### config.mk
export PLATFORM = sky130hd
export DESIGN_NAME = vga_sync_gen
export DESIGN_NICKNAME = d
export VERILOG_FILES = /design/src/rtl/vga_sync_gen.sv
export SDC_FILE = /design/constraint.sdc
export NUM_CORES = 1
export LEC_CHECK = 0
export ABC_AREA = 1
export BUFFER_PORTS_ARGS = -buffer_cell sky130_fd_sc_hd__buf_2
export CAP_MARGIN = 30
export CORE_ASPECT_RATIO = 0.75
export CORE_MARGIN = 5
export CORE_UTILIZATION = 45
export DETAILED_ROUTE_END_ITERATION = 8
export PLACE_DENSITY = 0.71
export SLEW_MARGIN = 20
export SYNTH_ARGS = -nofsm -noshare
export SYNTH_HDL_FRONTEND = slang
export SYNTH_SLANG_ARGS = --single-unit
### constraint.sdc
create_clock -name clk_fpga -period 1.4 [get_ports clk_fpga]
set_clock_uncertainty 0.2 [all_clocks]
set_input_delay 0.21 -clock clk_fpga [delete_from_list [all_inputs] [get_ports clk_fpga]]
set_output_delay 0.21 -clock clk_fpga [all_outputs]
set_load 0.005 [all_outputs]
### src/rtl/vga_sync_gen.sv
// VGA raster timing: pixel-enable divider, h/v counters, sync/blank decode and a pixel-tick delay line.
// Optional VGA_SYNC_FRAME_CNT_EN adds a 16-bit frame counter output (frame_cnt).
module vga_sync_gen #(
    parameter int CLK_DIV    = 4,
    parameter int H_ACTIVE   = 640,
    parameter int H_FP       = 16,
    parameter int H_SYNC     = 96,
    parameter int H_BP       = 48,
    parameter int V_ACTIVE   = 480,
    parameter int V_FP       = 10,
    parameter int V_SYNC     = 2,
    parameter int V_BP       = 33,
    parameter int SYNC_POL   = 0,
    parameter int PIPE_DELAY = 2
) (
    input  logic        clk_fpga,
    input  logic        reset,
    output logic        pix_en,
    output logic [10:0] hcount,
    output logic [10:0] vcount,
    output logic        line_start,
    output logic        frame_start,
    output logic        blank,
    output logic        HS,
`ifdef VGA_SYNC_FRAME_CNT_EN
    output logic        VS,
    output logic [15:0] frame_cnt
`else
    output logic        VS
`endif
);

    localparam int H_TOTAL = H_ACTIVE + H_FP + H_SYNC + H_BP;
    localparam int V_TOTAL = V_ACTIVE + V_FP + V_SYNC + V_BP;
    localparam int DIV_W   = (CLK_DIV > 2) ? $clog2(CLK_DIV) : 1;
    localparam logic POL   = (SYNC_POL != 0);
    localparam logic [2:0] PIPE_RST = {1'b1, ~POL, ~POL};

    logic [DIV_W-1:0] div_q, div_d;
    logic [10:0]      hcount_q, hcount_d;
    logic [10:0]      vcount_q, vcount_d;
    logic             h_last, v_last;
    logic             hs_act, vs_act;
    logic [2:0]       raw;

    assign pix_en = (div_q == DIV_W'(CLK_DIV - 1));
    assign h_last = (hcount_q == 11'(H_TOTAL - 1));
    assign v_last = (vcount_q == 11'(V_TOTAL - 1));

    always_comb begin
        div_d    = pix_en ? '0 : div_q + DIV_W'(1);
        hcount_d = hcount_q;
        vcount_d = vcount_q;
        if (pix_en) begin
            hcount_d = h_last ? 11'd0 : hcount_q + 11'd1;
            if (h_last) begin
                vcount_d = v_last ? 11'd0 : vcount_q + 11'd1;
            end
        end
    end

    always_ff @(posedge clk_fpga or posedge reset) begin
        if (reset) begin
            div_q    <= '0;
            hcount_q <= '0;
            vcount_q <= '0;
        end else begin
            div_q    <= div_d;
            hcount_q <= hcount_d;
            vcount_q <= vcount_d;
        end
    end

    assign hcount      = hcount_q;
    assign vcount      = vcount_q;
    assign line_start  = pix_en && (hcount_q == 11'd0);
    assign frame_start = pix_en && (hcount_q == 11'd0) && (vcount_q == 11'd0);

    assign hs_act = (hcount_q >= 11'(H_ACTIVE + H_FP)) && (hcount_q < 11'(H_ACTIVE + H_FP + H_SYNC));
    assign vs_act = (vcount_q >= 11'(V_ACTIVE + V_FP)) && (vcount_q < 11'(V_ACTIVE + V_FP + V_SYNC));

    // raw = {blank, HS, VS} at sync output levels
    always_comb begin
        raw[2] = (hcount_q >= 11'(H_ACTIVE)) || (vcount_q >= 11'(V_ACTIVE));
        raw[1] = hs_act ? POL : ~POL;
        raw[0] = vs_act ? POL : ~POL;
    end

    generate
        if (PIPE_DELAY == 0) begin : g_nodelay
            assign {blank, HS, VS} = raw;
        end else begin : g_delay
            logic [2:0] pipe_q [PIPE_DELAY];
            logic [2:0] pipe_d [PIPE_DELAY];

            always_comb begin
                for (int i = 0; i < PIPE_DELAY; i++) begin
                    pipe_d[i] = pipe_q[i];
                end
                if (pix_en) begin
                    pipe_d[0] = raw;
                    for (int i = 1; i < PIPE_DELAY; i++) begin
                        pipe_d[i] = pipe_q[i-1];
                    end
                end
            end

            always_ff @(posedge clk_fpga or posedge reset) begin
                if (reset) begin
                    for (int i = 0; i < PIPE_DELAY; i++) begin
                        pipe_q[i] <= PIPE_RST;
                    end
                end else begin
                    for (int i = 0; i < PIPE_DELAY; i++) begin
                        pipe_q[i] <= pipe_d[i];
                    end
                end
            end

            assign {blank, HS, VS} = pipe_q[PIPE_DELAY-1];
        end
    endgenerate

`ifdef VGA_SYNC_FRAME_CNT_EN
    logic [15:0] frame_cnt_q, frame_cnt_d;

    assign frame_cnt_d = frame_start ? frame_cnt_q + 16'd1 : frame_cnt_q;

    always_ff @(posedge clk_fpga or posedge reset) begin
        if (reset) begin
            frame_cnt_q <= '0;
        end else begin
            frame_cnt_q <= frame_cnt_d;
        end
    end

    assign frame_cnt = frame_cnt_q;
`endif

endmodule

==> flow_metrics.env <==
export IMPL_cpMaxStageDelayCell="dfrtp_1"
export IMPL_n_antenna_cell=0
export IMPL_wl_mm=7.08
export IMPL_crit_arrival_ps=1430
export IMPL_worstSetupEndpointType="output port"
export IMPL_worst_setup_path_type="flip-flop to output port"
export IMPL_vias=2186
export IMPL_busiest_layer="met2"
export IMPL_drv_cap=0
export IMPL_critPathMaxStageDelay_ps=450
export IMPL_p_leak_nw=1.57
export IMPL_cts_buffer_depth=2
export IMPL_finalHoldViolCount=0
export IMPL_stdcell_count=399
export IMPL_met2_usage_pct=37.4
export IMPL_dp_hpwl_mm=3.58
export IMPL_grt_usage_pct=24.2
export IMPL_rsz0062_at_grt="true"
export IMPL_whs_path_depth=2
export IMPL_dp_slack_ps=-255
export IMPL_grt_pass1_wl_mm=9.78
export IMPL_cp_cell_sequence="nor4_4 > nand3_2 > nor2_1 > buf_2"
export IMPL_p_clk_share_pct=55.5
export IMPL_overflow=0
export IMPL_violations="negative setup slack"
export IMPL_cts_sinks=30
export IMPL_synth_edf_count=0
export IMPL_syn_cell_area_um2=1770
export IMPL_met1_usage_pct=34.2
export IMPL_synth_most_common_cell="nand2_1"
export IMPL_drv_slew=0
export IMPL_cts_tree="done"
export IMPL_yosysUniqueCellTypes=27
export IMPL_dp_cells=362
export IMPL_nets=354
export IMPL_postRouteAntennaNets=0
export IMPL_fin_util_pct=83.3
export IMPL_cpLargestDelayFamily="simple AND/OR/NAND/NOR gates"
export IMPL_min_period_ps=1840
export IMPL_synth_top_area_share_pct=33.9
export IMPL_n_fill_cell=204
export IMPL_htreeDepth=2
export IMPL_peakVddDrop_v=0.000857
export IMPL_pin_count=30
export IMPL_post_route_drc_count=0
export IMPL_worst_path_stages=4
export IMPL_reg2reg_slack_ps=-390
export IMPL_ys_flop_type="dfrtp_1"
export IMPL_switching_share_pct=18.6
export IMPL_relSlewSlack_pct=79.4
export IMPL_cts_root_buf="clkbuf_8"
export IMPL_coreArea_um2=3730
export IMPL_initial_core_util_pct=47.4
export IMPL_area_growth_pct=75.5
export IMPL_routed_via_density=5.48
export IMPL_drtPass1Iterations=5
export IMPL_ys_ff_latch=30
export IMPL_yosys_top_cells_area="dfrtp_1 34%, nand2_1 14%, dfstp_2 8.9%"
export IMPL_antenna_found_initial=0
export IMPL_crit_required_ps=990
export IMPL_grt_pass1_vias=1985
export IMPL_grt_max_degree=31
export IMPL_ys_seq_area_share_pct=42.8
export IMPL_hold_ws_ps=259
export IMPL_syn_area_per_cell_um2=7.50
export IMPL_die_h_um=64.3
export IMPL_portBuffers=29
export IMPL_setup_ws_ps=-444
export IMPL_path_buf_inv=1
export IMPL_powerDensity_nw_per_um2=646
export IMPL_synthArstFlopShare_pct=100
export IMPL_gp_congestion=0.876
export IMPL_ff2ff_path_depth=8
export IMPL_clkLatencyLatePin_ps=290
export IMPL_power_frac_comb_pct=1.3
export IMPL_grt_use_met3_pct=4.92
export IMPL_synth_largest_area_cell="dfrtp_1"
export IMPL_worst_pin_slew_ps=307
export IMPL_r2r_start="vcount[0]"
export IMPL_cts_buffers_inserted=5
export IMPL_power_internal_mw=1.64
export IMPL_wl_per_cell_um=17.7
export IMPL_status="finished, violations left"
export IMPL_crit_start="hcount[5]"
export IMPL_timing_final_crit_share_pct=132
export IMPL_num_rows=19
export IMPL_r2r_end="vcount[4]"
export IMPL_power_frac_seq_pct=43.2
export IMPL_clkTransAtPathRegs_ps=70
export IMPL_dieWidth_um=82.4
export IMPL_drive_above_1_share_pct=51.0
export IMPL_crit_fanout=3
export IMPL_p_sw_mw=0.373
export IMPL_fmaxAchievable_mhz=542
export IMPL_synth_cells=236
export IMPL_yosys_top_cells_count="65 x nand2_1, 33 x inv_1, 28 x nor2_1, 24 x dfrtp_1, 19 x nand3_1"
export IMPL_die_area_um2=5300
export IMPL_yosysWarningCount=0
export IMPL_setup_viol_count_final=37
export IMPL_startpoint_type="flip-flop"
export IMPL_first_iter_violations=328
export IMPL_endpoint="frame_start"
export IMPL_worst_hold_path_type="flip-flop to flip-flop"
export IMPL_synth_fp_nets=244
-- worst min path at each step --
| stage | startpoint | end |
|---|---|---|
| finish | VS | VS |
| global route | g_delay.pipe_q[4] | HS |
| CTS | VS | VS |
| detailed placement | reset | div_q[1] |
| global placement | reset | div_q[1] |
| floorplan | reset | div_q[0] |
-- power groups by stage --
stage / registers (mW) / clock network (mW) / logic (mW)
4_1_cts: 0.867 / 1.11 / 0.0281
5_1_grt: 0.867 / 1.14 / 0.0303
3_5_place_dp: 0.883 / 0 / 0.0261
6_report: 0.867 / 1.11 / 0.0270
2_1_floorplan: 0.883 / 0 / 0.0127
3_3_place_gp: 0.883 / 0 / 0.0257
-- cell usage in the layout (no fill, tap or decap), types with 7 or more instances in the layout --
cell,instances
buf_2,18
buf_4,51
buf_6,32
dfrtp_1,16
dfrtp_2,8
inv_1,25
inv_2,8
nand2_1,53
nand2_2,11
nand3_1,18
nand4_1,7
nor2_1,21
nor2_2,7
o21ai_1,9
-- area by class of cell --
type	instances	area (µm²)	share of cell area [%]
Timing Repair Buffer	105	898	28.9
Inverter	34	130	4.19
Sequential cell	30	768	24.7
Tap cell	52	65.1	2.09
Multi-Input combinational cell	170	1100	35.5
Clock inverter	2	60.1	1.93
Clock buffer	6	82.6	2.66
-- registers in the layout, indices dropped and copies added (netlist names) --
| signal | cells |
|---|---|
| hcount | 11 |
| g_delay.pipe_q | 3 |
| HS | 1 |
| vcount | 11 |
| div_q | 2 |
| VS | 1 |
| blank | 1 |
-- logic make-up (layout without fill, tap and decap cells) --
kind of cell               count (synthesis)  in the layout  share of synthesized area, %
AOI/OAI and AO/OA                         18             18                          5.87
buffers and inverters                     38            147                          8.69
xor gates and xnor gates                   7              7                          3.46
and+or+nand+nor                          137            139                          34.9
DFF                                       30             30                          42.8
adders and majority gates                  6              6                          4.24
-- metrics by stage --
step,TNS [ps],area [µm²],power [mW]
final,-7720,3110,2.01
after global routing,-10000,3110,2.04
after CTS,-5740,2870,2.01
after detailed placement,-4150,2350,0.909
after global placement,-2890,2350,0.909
after floorplan,-1430,1800,0.896
-- repair_timing --
action,in CTS,in global routing
pin swaps,18,12
cloned,2,0
hold buffers,1,0
buffers inserted,17,12
endpoints found under the hold margin,30,0
endpoints found under the setup margin,31,47
gates resized for setup,49,49
-- metal layers --
metal | vias to the layer above | wire (µm)
met1 | 1031 | 2930
met5 | - | 0
met4 | 0 | 160
met3 | 21 | 639
li1 | 982 | -
met2 | 152 | 3350
-- worst register-to-register path, stage by stage, from the launching register on --
cell and delay (ps):
dfrtp_1 390, buf_6 130, ha_2 200, inv_1 90, nor2_2 240, xnor2_1 180
inv_1 80, nand3_1 100, nand2_1 70
Power figures use the tool's default switching activity.
